**src/rtl/qam_frame_ctrl.sv**
```systemverilog
// Frame sequencer feeding the QAM mapper: preamble words, up to PAYLOAD_LEN
// pass-through source words, then an idle guard gap; single-shot or continuous.
module qam_frame_ctrl #(
    parameter int unsigned              DATA_WIDTH    = 8,
    parameter int unsigned              PREAMBLE_LEN  = 4,
    parameter logic [DATA_WIDTH-1:0]    PREAMBLE_WORD = DATA_WIDTH'(8'hA5),
    parameter int unsigned              PAYLOAD_LEN   = 16,
    parameter int unsigned              GAP_LEN       = 8
) (
    input  logic                  clk,
    input  logic                  rst,
    input  logic                  start,
    input  logic                  cont,
    input  logic                  abort,
    input  logic [DATA_WIDTH-1:0] src_data,
    input  logic                  src_valid,
    input  logic                  src_last,
    output logic                  src_ready,
    output logic [DATA_WIDTH-1:0] out_data,
    output logic                  out_valid,
    input  logic                  out_ready,
    output logic                  out_sof,
    output logic                  out_eof,
    output logic                  busy,
    output logic [15:0]           frame_cnt
);

    // state      | meaning
    // S_IDLE     | waiting for start
    // S_PREAMBLE | emitting PREAMBLE_LEN fixed words, sof on the first
    // S_PAYLOAD  | zero-latency pass-through of source words until eof
    // S_GAP      | GAP_LEN idle cycles, then cont picks PREAMBLE or IDLE
    typedef enum logic [1:0] {
        S_IDLE,
        S_PREAMBLE,
        S_PAYLOAD,
        S_GAP
    } state_t;

    localparam logic [15:0] PRE_LAST = 16'(PREAMBLE_LEN - 1);
    localparam logic [15:0] PAY_LAST = 16'(PAYLOAD_LEN - 1);
    localparam logic [7:0]  GAP_LAST = 8'(GAP_LEN - 1);
    localparam bit          HAS_GAP  = (GAP_LEN != 0);

    state_t      state_q, state_d;
    logic [15:0] cnt_q, cnt_d;
    logic [7:0]  gap_q, gap_d;
    logic [15:0] frame_cnt_q, frame_cnt_d;

    always_ff @(posedge clk or posedge rst) begin
        if (rst) begin
            state_q     <= S_IDLE;
            cnt_q       <= '0;
            gap_q       <= '0;
            frame_cnt_q <= '0;
        end else begin
            state_q     <= state_d;
            cnt_q       <= cnt_d;
            gap_q       <= gap_d;
            frame_cnt_q <= frame_cnt_d;
        end
    end

    always_comb begin
        state_d     = state_q;
        cnt_d       = cnt_q;
        gap_d       = gap_q;
        frame_cnt_d = frame_cnt_q;
        out_data    = '0;
        out_valid   = 1'b0;
        out_sof     = 1'b0;
        out_eof     = 1'b0;
        src_ready   = 1'b0;

        case (state_q)
            S_IDLE: begin
                if (start) begin
                    state_d = S_PREAMBLE;
                    cnt_d   = '0;
                end
            end
            S_PREAMBLE: begin
                out_data  = PREAMBLE_WORD;
                out_valid = 1'b1;
                out_sof   = (cnt_q == '0);
                if (out_ready) begin
                    if (cnt_q == PRE_LAST) begin
                        state_d = S_PAYLOAD;
                        cnt_d   = '0;
                    end else begin
                        cnt_d = cnt_q + 16'd1;
                    end
                end
            end
            S_PAYLOAD: begin
                out_data  = src_data;
                out_valid = src_valid;
                src_ready = out_ready;
                out_eof   = src_valid & (src_last | (cnt_q == PAY_LAST));
                if (src_valid && out_ready) begin
                    if (out_eof) begin
                        frame_cnt_d = frame_cnt_q + 16'd1;
                        cnt_d       = '0;
                        if (HAS_GAP) begin
                            state_d = S_GAP;
                            gap_d   = GAP_LAST;
                        end else begin
                            state_d = cont ? S_PREAMBLE : S_IDLE;
                        end
                    end else begin
                        cnt_d = cnt_q + 16'd1;
                    end
                end
            end
            S_GAP: begin
                if (gap_q == '0) begin
                    state_d = cont ? S_PREAMBLE : S_IDLE;
                end else begin
                    gap_d = gap_q - 8'd1;
                end
            end
            default: state_d = S_IDLE;
        endcase

        // Abort overrides everything, including a same-cycle eof transfer.
        if (abort) begin
            state_d     = S_IDLE;
            cnt_d       = '0;
            gap_d       = '0;
            frame_cnt_d = frame_cnt_q;
            src_ready   = 1'b0;
        end
    end

    assign busy      = (state_q != S_IDLE);
    assign frame_cnt = frame_cnt_q;

endmodule

```
**config.mk**
```make
export PLATFORM = sky130hd
export DESIGN_NAME = qam_frame_ctrl
export DESIGN_NICKNAME = d
export VERILOG_FILES = /design/src/rtl/qam_frame_ctrl.sv
export SDC_FILE = /design/constraint.sdc
export NUM_CORES = 1
export LEC_CHECK = 0
export CORE_MARGIN = 4
export CORE_UTILIZATION = 48
export CTS_CLUSTER_DIAMETER = 40
export DETAILED_ROUTE_END_ITERATION = 7
export GPL_ROUTABILITY_DRIVEN = 0
export GPL_TIMING_DRIVEN = 1
export HOLD_SLACK_MARGIN = 0.02
export PLACE_DENSITY = 0.76
export SYNTH_ARGS = -nofsm -noshare
export SYNTH_HDL_FRONTEND = slang
export SYNTH_SLANG_ARGS = --single-unit
```
**constraint.sdc**
```tcl
create_clock -name clk -period 2.32 [get_ports clk]
set_clock_uncertainty 0.15 [all_clocks]
set_input_delay 0.232 -clock clk [delete_from_list [all_inputs] [get_ports clk]]
set_output_delay 0.232 -clock clk [all_outputs]
set_load 0.01 [all_outputs]
```
After elaboration in Yosys (flattened, before gate mapping)
Cells that the tools add are included.
{"block": "totals", "ff_bits": 42, "in_bits": 16, "out_inout_bits": 29, "word_cells": 60}
{"block": "op_classes", "n_addsub": 3, "eq_ne": 12, "n_mux": 27, "bitwise": 3, "reduce_logical": 11}
{"op": "$mux 16", "n": 6}
{"op": "$pmux 16 s3", "n": 1}
{"op": "$add 16x1->16 const B", "n": 2}
{"op": "$mux 8", "n": 4}
{"op": "$pmux 8 s2", "n": 2}
{"op": "$ne 3x3->1 const B", "n": 7}
{"op": "$eq 16x2->1 const B", "n": 1}
{"op": "$eq 16x4->1 const B", "n": 1}
{"op": "$logic_not 16->1", "n": 1}
{"op": "$mux 2", "n": 7}
{"op": "$reduce_and 4->1", "n": 3}
{"op": "$logic_not 8->1", "n": 1}
{"op": "$pmux 2 s4", "n": 1}
{"op": "$sub 8x1->8 const B", "n": 1}
{"op": "$reduce_and 6->1", "n": 1}
{"op": "$mux 1", "n": 5}
{"op": "$eq 2x2->1 const B", "n": 2}
{"op": "$reduce_bool 4->1", "n": 1}
{"op": "$reduce_bool 3->1", "n": 1}
{"op": "$eq 2x1->1 const B", "n": 1}
{"op": "$logic_not 2->1", "n": 1}
{"op": "$pmux 1 s2", "n": 1}
{"op": "$reduce_bool 2->1", "n": 1}
{"op": "$and 1x1->1", "n": 1}
{"op": "other kinds (3)", "n": 3}

Logic depth before layout (Yosys ltp)
{"block": "logic_depth", "depth_word": 7, "depth_mapped": 11, "depth_no_buf": 8}

Least setup slack after synthesis
Ideal clock, no wire load.
{"block": "synth_timing", "kind": "reg2reg", "start": "register state_q[1]", "end": "register cnt_q[15]", "setup_ns": 0.132, "arrival_ns": 2.180, "required_time_ns": 2.038, "setup_slack_ns": -0.142, "stages_incl_launch_ff": 12, "n_path_buf": 3, "synth_period_minus_slack_ns": 2.462, "path_cell_list": "dfrtp_1 inv_1 ha_1 buf_2 inv_1 o22ai_1 o31a_1 clkbuf_1 clkbuf_1 nor3_1 xnor2_1 nor2_1"}
{"block": "synth_via", "elab_chain_cells": 3}
{"element": "from (decl)", "line": "45", "rtl": "state_t state_q, state_d;"}
{"element": "from (signal assigned)", "line": "57", "rtl": "state_q <= state_d;"}
{"element": "$eq 2x2->1 (tied with other cells)", "line": "75", "rtl": "case (state_q)"}
{"element": "$ne 3x3->1 (no line) (tied with other cells)"}
{"element": "$reduce_and 4->1 (no line) / $mux 16 (equally long branches)"}
{"element": "to (signal assigned)", "line": "58", "rtl": "cnt_q <= cnt_d;"}
{"element": "to (decl)", "line": "46", "rtl": "logic [15:0] cnt_q, cnt_d;"}
Parallel ways exist; a longest one is shown, timed or not.
A chain may end at the register's enable or synchronous reset.

Worst setup path in the final report
{"block": "layout_timing", "start": "register cnt_q[5]", "end": "register state_q[0]"}
{"block": "layout_via", "elab_chain_cells": 5}
{"element": "$eq 16x4->1", "line": "99", "rtl": "out_eof = src_valid & (src_last | (cnt_q == PAY_LAST));"}
{"element": "$or 1x1->1", "line": "99"}
{"element": "$and 1x1->1", "line": "99"}
{"element": "$ne 3x3->1 (no line)"}
{"element": "$reduce_and 6->1 (no line) *"}
Every way passes the cells marked *; elsewhere a longest branch is shown, timed or not.

==> results.toml <==
[final_layout]
multi_input_area_mm2 = 0.00150
fillCellCount = 434
area_delta_synth_final_pct = 38.3
antenna_cells = 0
drive_gt1_share_pct = 20.3
fin_nets = 390
seq_area_mm2 = 0.00105
instances_no_fill = 435

[detailed_routing]
post_drt_wl_per_cell_um = 15.0
drc = 0
dr.first_iter.drc_count = 80
routed_wl_mm = 6.53
via_per_inst = 5.63
vias = 2450
drtAntennaViolNets = 0
drt_first_pass_iters = 4

[worst_setup_path]
reg2reg_depth = 6
cp.required_ps = 2370
crit_type = "reg2reg"
worstPathArrival_ps = 2370
end_kind = "flop"
worstPathMaxFanout = 5
rrSetupSlack_ps = 7
cp.depth = 6
cpLargestDelayFamily = "compound AO/OA/AOI/OAI gates"
cpPeakStageDelay_ps = 550
cp-endpoint = "state_q[0]"
crit_chain = "or4_4 -> o41ai_2 -> nand2_1 -> a211oi_4 -> o21ai_1 -> a221oi_1"
critPathBufInv = 0
rr_startpoint = "cnt_q[5]"
slowest_stage = "or4_4"
start_kind = "flop"
r2r-end = "state_q[0]"
startpoint = "cnt_q[5]"

[logic_synthesis]
yosysTopAreaCellShare_pct = 41.0
synth.most_common_cell = "dfrtp_1"
synth_common_cells = "42 x dfrtp_1, 25 x nor2_1, 23 x nand2_1"
yosysWarnings = 0
syn_inst = 282
synth_edf_count = 0
synth_area_leaders = "dfrtp_1 41%, xnor2_1 5.8%, ha_1 4.9%"
syn-num-nets = 308
syn_area_per_cell_um2 = 9.10
yosysUniqueCellTypes = 50
async_flop_share_pct = 100
netlist_area_mm2 = 0.00256
synthFlopType = "dfrtp_1"
yosysSeqAreaShare_pct = 41.0
yosysTopAreaCell = "dfrtp_1"
ys_ff_latch = 42

[clocking]
clockRootBuffer = "clkbuf_8"
cts_sinks = 42
clk_path_buf_depth = 2
htreeDepth = 2
clk_pin_slew_worst_paths_ps = 90
numCtsBuffers = 5
clock_latency_ps = 300
cts_tree = "built"

[min_path]
hold_path_class = "in2async"

[grt]
grt_pass1_wl_mm = 10.6
grt-ovfl-total = 0
grt_max_degree = 43
antenna_found_initial = 0
track_usage_pct = 20.5
grt_pass1_vias = 2345

[die]
core_mm2 = 0.00514
start_util_pct = 49.9
die_w_um = 81.1
dieArea_mm2 = 0.00658
num_rows = 26
pin_count = 45
die_h_um = 81.1

[placed_design]
dp_hpwl_mm = 4.67
dp_slack_ps = -28.2
placedCellCount = 422
io_buffers = 44

[pwr]
p_per_area_mw_per_mm2 = 822
leakage_nw = 1.60
swShare_pct = 39.2
p_clk_share_pct = 20.4
ir_drop_mv = 0.599
p_seq_share_pct = 29.1
power.switching_mw = 1.14
pwr-share-comb_pct = 50.5
p_int_mw = 1.77

[sta]
timing.hold.ws_ps = 215
finalHoldViolCount = 0
rsz0062_at_grt = "yes"
fin_ws_ps = 7.18
slew_viol_final = 0
max_slew_margin_pct = 63.7
worstMarginPinSlew_ps = 544
setup_viol = 0
tns_ps = 0
fin_crit_ps = 2310
fin_crit_sh_pct = 99.7
fmax_ghz = 0.432

[outcome]
status = "completed"

[run]
max_cap_violations = 0
sequential cells by signal (all words and copies together), names as in the netlist:
register	flops
cnt_q	16
frame_cnt	16
gap_q	8
state_q	2
logic make-up after synthesis:
group	count (synthesis)	share of synthesized area, %
buffers and inverters	25	4.00
DFF	42	41.0
AOI/OAI and AO/OA	54	15.1
adders and majority gates	10	4.88
and+or+nand+nor	126	26.4
muxes	1	0.439
xor gates and xnor gates	24	8.20
power by group through the flow:
stage	Combinational [mW]	Clock (mW)	Sequential (mW)
global placement	1.33	0	0.850
detailed placement	1.36	0	0.853
global route	1.61	0.633	0.860
finish	1.47	0.595	0.849
floorplan	0.808	0	0.845
CTS	1.34	0.604	0.842
worst reg2reg max path: cells and delay by family, from the launching register on:
family | cells | cell delay (ps)
AOI/OAI and AO/OA | 4 | 940
DFF | 1 | 440
and+or+nand+nor | 2 | 690
per-stage QoR:
stage	area [um^2]	total power [mW]	util [%]
2_1_floorplan	2580	1.65	-
3_3_place_gp	3320	2.18	64.7
3_5_place_dp	3320	2.21	64.7
4_1_cts	3440	2.79	66.8
5_1_grt	3550	3.11	69.0
6_report	3550	2.92	69.0
worst min path at each step:
stage / from / end / slack (ps) / depth (start not counted)
after floorplan: abort / state_q[1] / 280 / 3
after global placement: frame_cnt[15] / frame_cnt[15] / 310 / 1
after detailed placement: frame_cnt[15] / frame_cnt[15] / 320 / 1
after CTS: rst / gap_q[5] / 240 / 3
after global routing: rst / gap_q[1] / 280 / 3
final: rst / gap_q[1] / 210 / 3
layout make-up:
type	count	share of cell area, %
Inverter	15	1.59
Clock inverter	3	1.27
Sequential cell	42	29.7
Timing Repair Buffer	84	20.7
Tap cell	70	2.47
Multi-Input combinational cell	216	42.4
Clock buffer	5	1.94
what timing repair did:
action / CTS / global route
setup endpoints to repair: 12 / 34
buffers inserted: 0 / 4
resized for setup: 11 / 17
hold buffers: 0 / 0
endpoints found under the hold margin: 0 / 0
cloned: 0 / 1
pin swaps: 0 / 9
placed cells by master, fill, tap and decap left out, types with 2 or more instances in the layout:
master / n
o21ai_0: 7
a21o_1: 4
o31ai_1: 2
nor4b_1: 3
nor4_1: 3
or3_1: 4
a211oi_1: 3
ha_1: 9
nor2b_1: 7
and2_1: 5
xnor2_1: 17
buf_4: 40
nand2_1: 22
nor2_1: 24
nor3_1: 10
o22ai_1: 2
or4_1: 3
dlygate4sd2_1: 8
nor4_2: 4
nand3_1: 6
inv_2: 2
o31a_1: 2
clkinvlp_4: 2
clkbuf_8: 5
and3_1: 8
dfrtp_1: 40
dfrtp_2: 2
a2111oi_2: 2
nand2b_1: 6
xor2_1: 7
clkdlybuf4s50_1: 35
a21oi_1: 16
nand4_1: 11
a21boi_0: 2
inv_1: 13
and4_1: 3
per-layer routing:
metal,part of all wire [%],global-route usage [%]
met1,45,25.4
met2,49,35.4
met3,5.8,5.10
met4,1.0,5.57
met5,0,0
(Power assumes the default switching activity.)
==> edit (same settings) <==
Encoding of `state_t`: now Gray code (2 bits for 4 states).
--- a/src/rtl/qam_frame_ctrl.sv
+++ b/src/rtl/qam_frame_ctrl.sv
@@ -32,8 +32,8 @@
     // S_GAP      | GAP_LEN idle cycles, then cont picks PREAMBLE or IDLE
     typedef enum logic [1:0] {
-        S_IDLE,
-        S_PREAMBLE,
-        S_PAYLOAD,
-        S_GAP
+        S_IDLE     = 2'b00,
+        S_PREAMBLE = 2'b01,
+        S_PAYLOAD  = 2'b11,
+        S_GAP      = 2'b10
     } state_t;
 
Formal check against the unedited RTL: no difference found for any inputs over 10 cycles, from zero or initial values and one cycle with rst high; not proved beyond that.
==> edit against the unedited design <==
- die area down 1.7%
- sequential power up 4.7%
- hold slack lost 0.0011 ns
- final area shrank 5.3%
- utilization decreased by 3.3 points
- sequential cell count stayed put
- critical path depth is 1 lower
- first-iteration DRC count is 2.5% lower
- wire length shrank 6.1%
- power shrank 9.2%
- setup slack improved by 0.095 ns
- area after synthesis down 1.9%
- count of clock-buffer cells in the layout rose by 1
- critical path type is now flip-flop to output port
- largest cell class unchanged
- largest power group unchanged
==> edit: results <==
layout:
  final_nets: 369
  layoutNonFillerInstCount: 414
  antenna_cells: 0
  fill_cells: 441
  drive_gt1_share_pct: 13.37
placement:
  port_buffers: 44
  dpl.hpwl_mm: 4.471
  dp.cells: 405
  dpl_cell_area_um2: 3168
routing:
  avgViaCountPerCell: 5.577
  wl_per_cell_um: 14.80
  highest_layer: "met4"
  met3_length_um: 183
  drtIter0Drc: 78
  wl_met1_mm: 2.631
  dr.pass1.iters: 4
  wl_met2_mm: 3.175
global_route:
  grt_max_degree: 43
  grt_pass1_vias: 2219
  antenna_found_initial: 0
  grt_use_total_pct: 20.48
  grt_pass1_wl_mm: 10.39
clock_network:
  clock_latency_ns: 0.30
  ctsLongestPathBuffers: 2
  clkTransAtPathRegs_ns: 0.08
  htreeDepth: 2
  cts_buffers: 5
  ctsRootBufferMaster: "clkbuf_8"
synth:
  synth.distinct_cells: 50
  syn_nets: 305
  async_reset_ff_share_pct: 100.0
  postSynthCellCount: 279
  ys_seq_area_share_pct: 41.75
  synth_common_cells: "dfrtp_1, nand2_1, o21ai_0"
  synthTopCellsByArea: "dfrtp_1, nand2_1, ha_1"
  ys_warn_count: 0
min_path:
  hold_path_class: "input port to asynchronous set/reset pin"
worst_setup_path:
  arrival_ns: 1.84
  reg2reg_slack_ns: 0.13
  worst-path-max-fanout: 6
  r2r_start: "cnt_q[10]"
  worstSetupStartpoint: "cnt_q[0]"
timing:
  hold_viol_final: 0
  slew_viol_final: 0
  slew_headroom_pct: 64.65
  hold_slack_ns: 0.2137
pwr:
  power_leakage_nw: 1.491
  ir_worst_vdd_mv: 0.5196
run_status:
  run_status: "complete, no violations"
-- edit: changes by cell type in the layout (fill, tap and decap cells not counted), sizes merged, moves of 5 or more --
cell	before	now
a31oi	0	5
o21ai	9	23
nor3	10	2
dlygate4sd2	8	2
buf	40	23
xnor2	17	8
clkdlybuf4s50	35	42
nand3	7	14
a21oi	17	12
nand2	23	34
nor2	25	16
o31ai	2	9
-- edit: path summary, 6_finish.rpt --
path	depth (start not counted)	endpoint
worst max-delay path	5	out_eof
worst min-delay path	3	frame_cnt[7]
worst max register to register	8	cnt_q[14]
worst min register to register	1	frame_cnt[15]
max in group asynchronous	3	frame_cnt[6]
min in group clk	1	frame_cnt[15]
-- edit: layout make-up --
class                   count  area (um^2)  share of cell area, %
multi-input cells         214         1443                  42.94
flip-flops and latches     42         1051                  31.28
repair buffers             67        634.4                  18.88
well taps                  70        87.58                  2.607
clock buffers               6        82.58                  2.458
inverters                  13        48.80                  1.453
clock inverters             2        12.51                 0.3724
-- edit: kinds of logic after synthesis --
logic type | share of synthesized area, %
AND/OR/NAND/NOR | 24.45
AO/OA/AOI/OAI | 19.04
multiplexers | 0.4473
XOR/XNOR | 5.219
buffers and inverters | 4.125
adder cells (fa/ha/maj) | 4.970
flip-flops | 41.75
-- edit: repair_timing --
action                     CTS  global route
gates cloned                 0             0
hold endpoints to repair     0             0
setup endpoints to repair    3            28
resized for setup            9            10
hold buffers                 0             0
setup buffers                1             0
pin swaps                    1             2
-- edit: power by group --
| group | leakage, nW | internal [mW] | switching [mW] |
|---|---|---|---|
| clock | 0.0472 | 0.239 | 0.269 |
| combinational | 0.864 | 0.595 | 0.656 |
| sequential | 0.580 | 0.804 | 0.0851 |
-- edit: stage by stage --
stage                     setup TNS [ns]  setup slack, ns
after global routing           -0.007215        -0.004053
after global placement                 0           0.1064
after detailed placement               0          0.03473
after floorplan                        0           0.1492
after CTS                              0         0.004337
final                                  0           0.1025
-- edit: critical path, stage by stage (launching register included) --
cell	delay [ns]
dfrtp_1	0.43
ha_1	0.22
and3_2	0.27
a41oi_4	0.26
nor2_1	0.07
dlygate4sd2_1	0.28
-- edit: routing by layer --
layer	GRT usage, %	up-vias
met3	3.027	15
met5	0	-
met2	35.35	43
li1	-	1136
met4	8.277	0
met1	25.49	1115
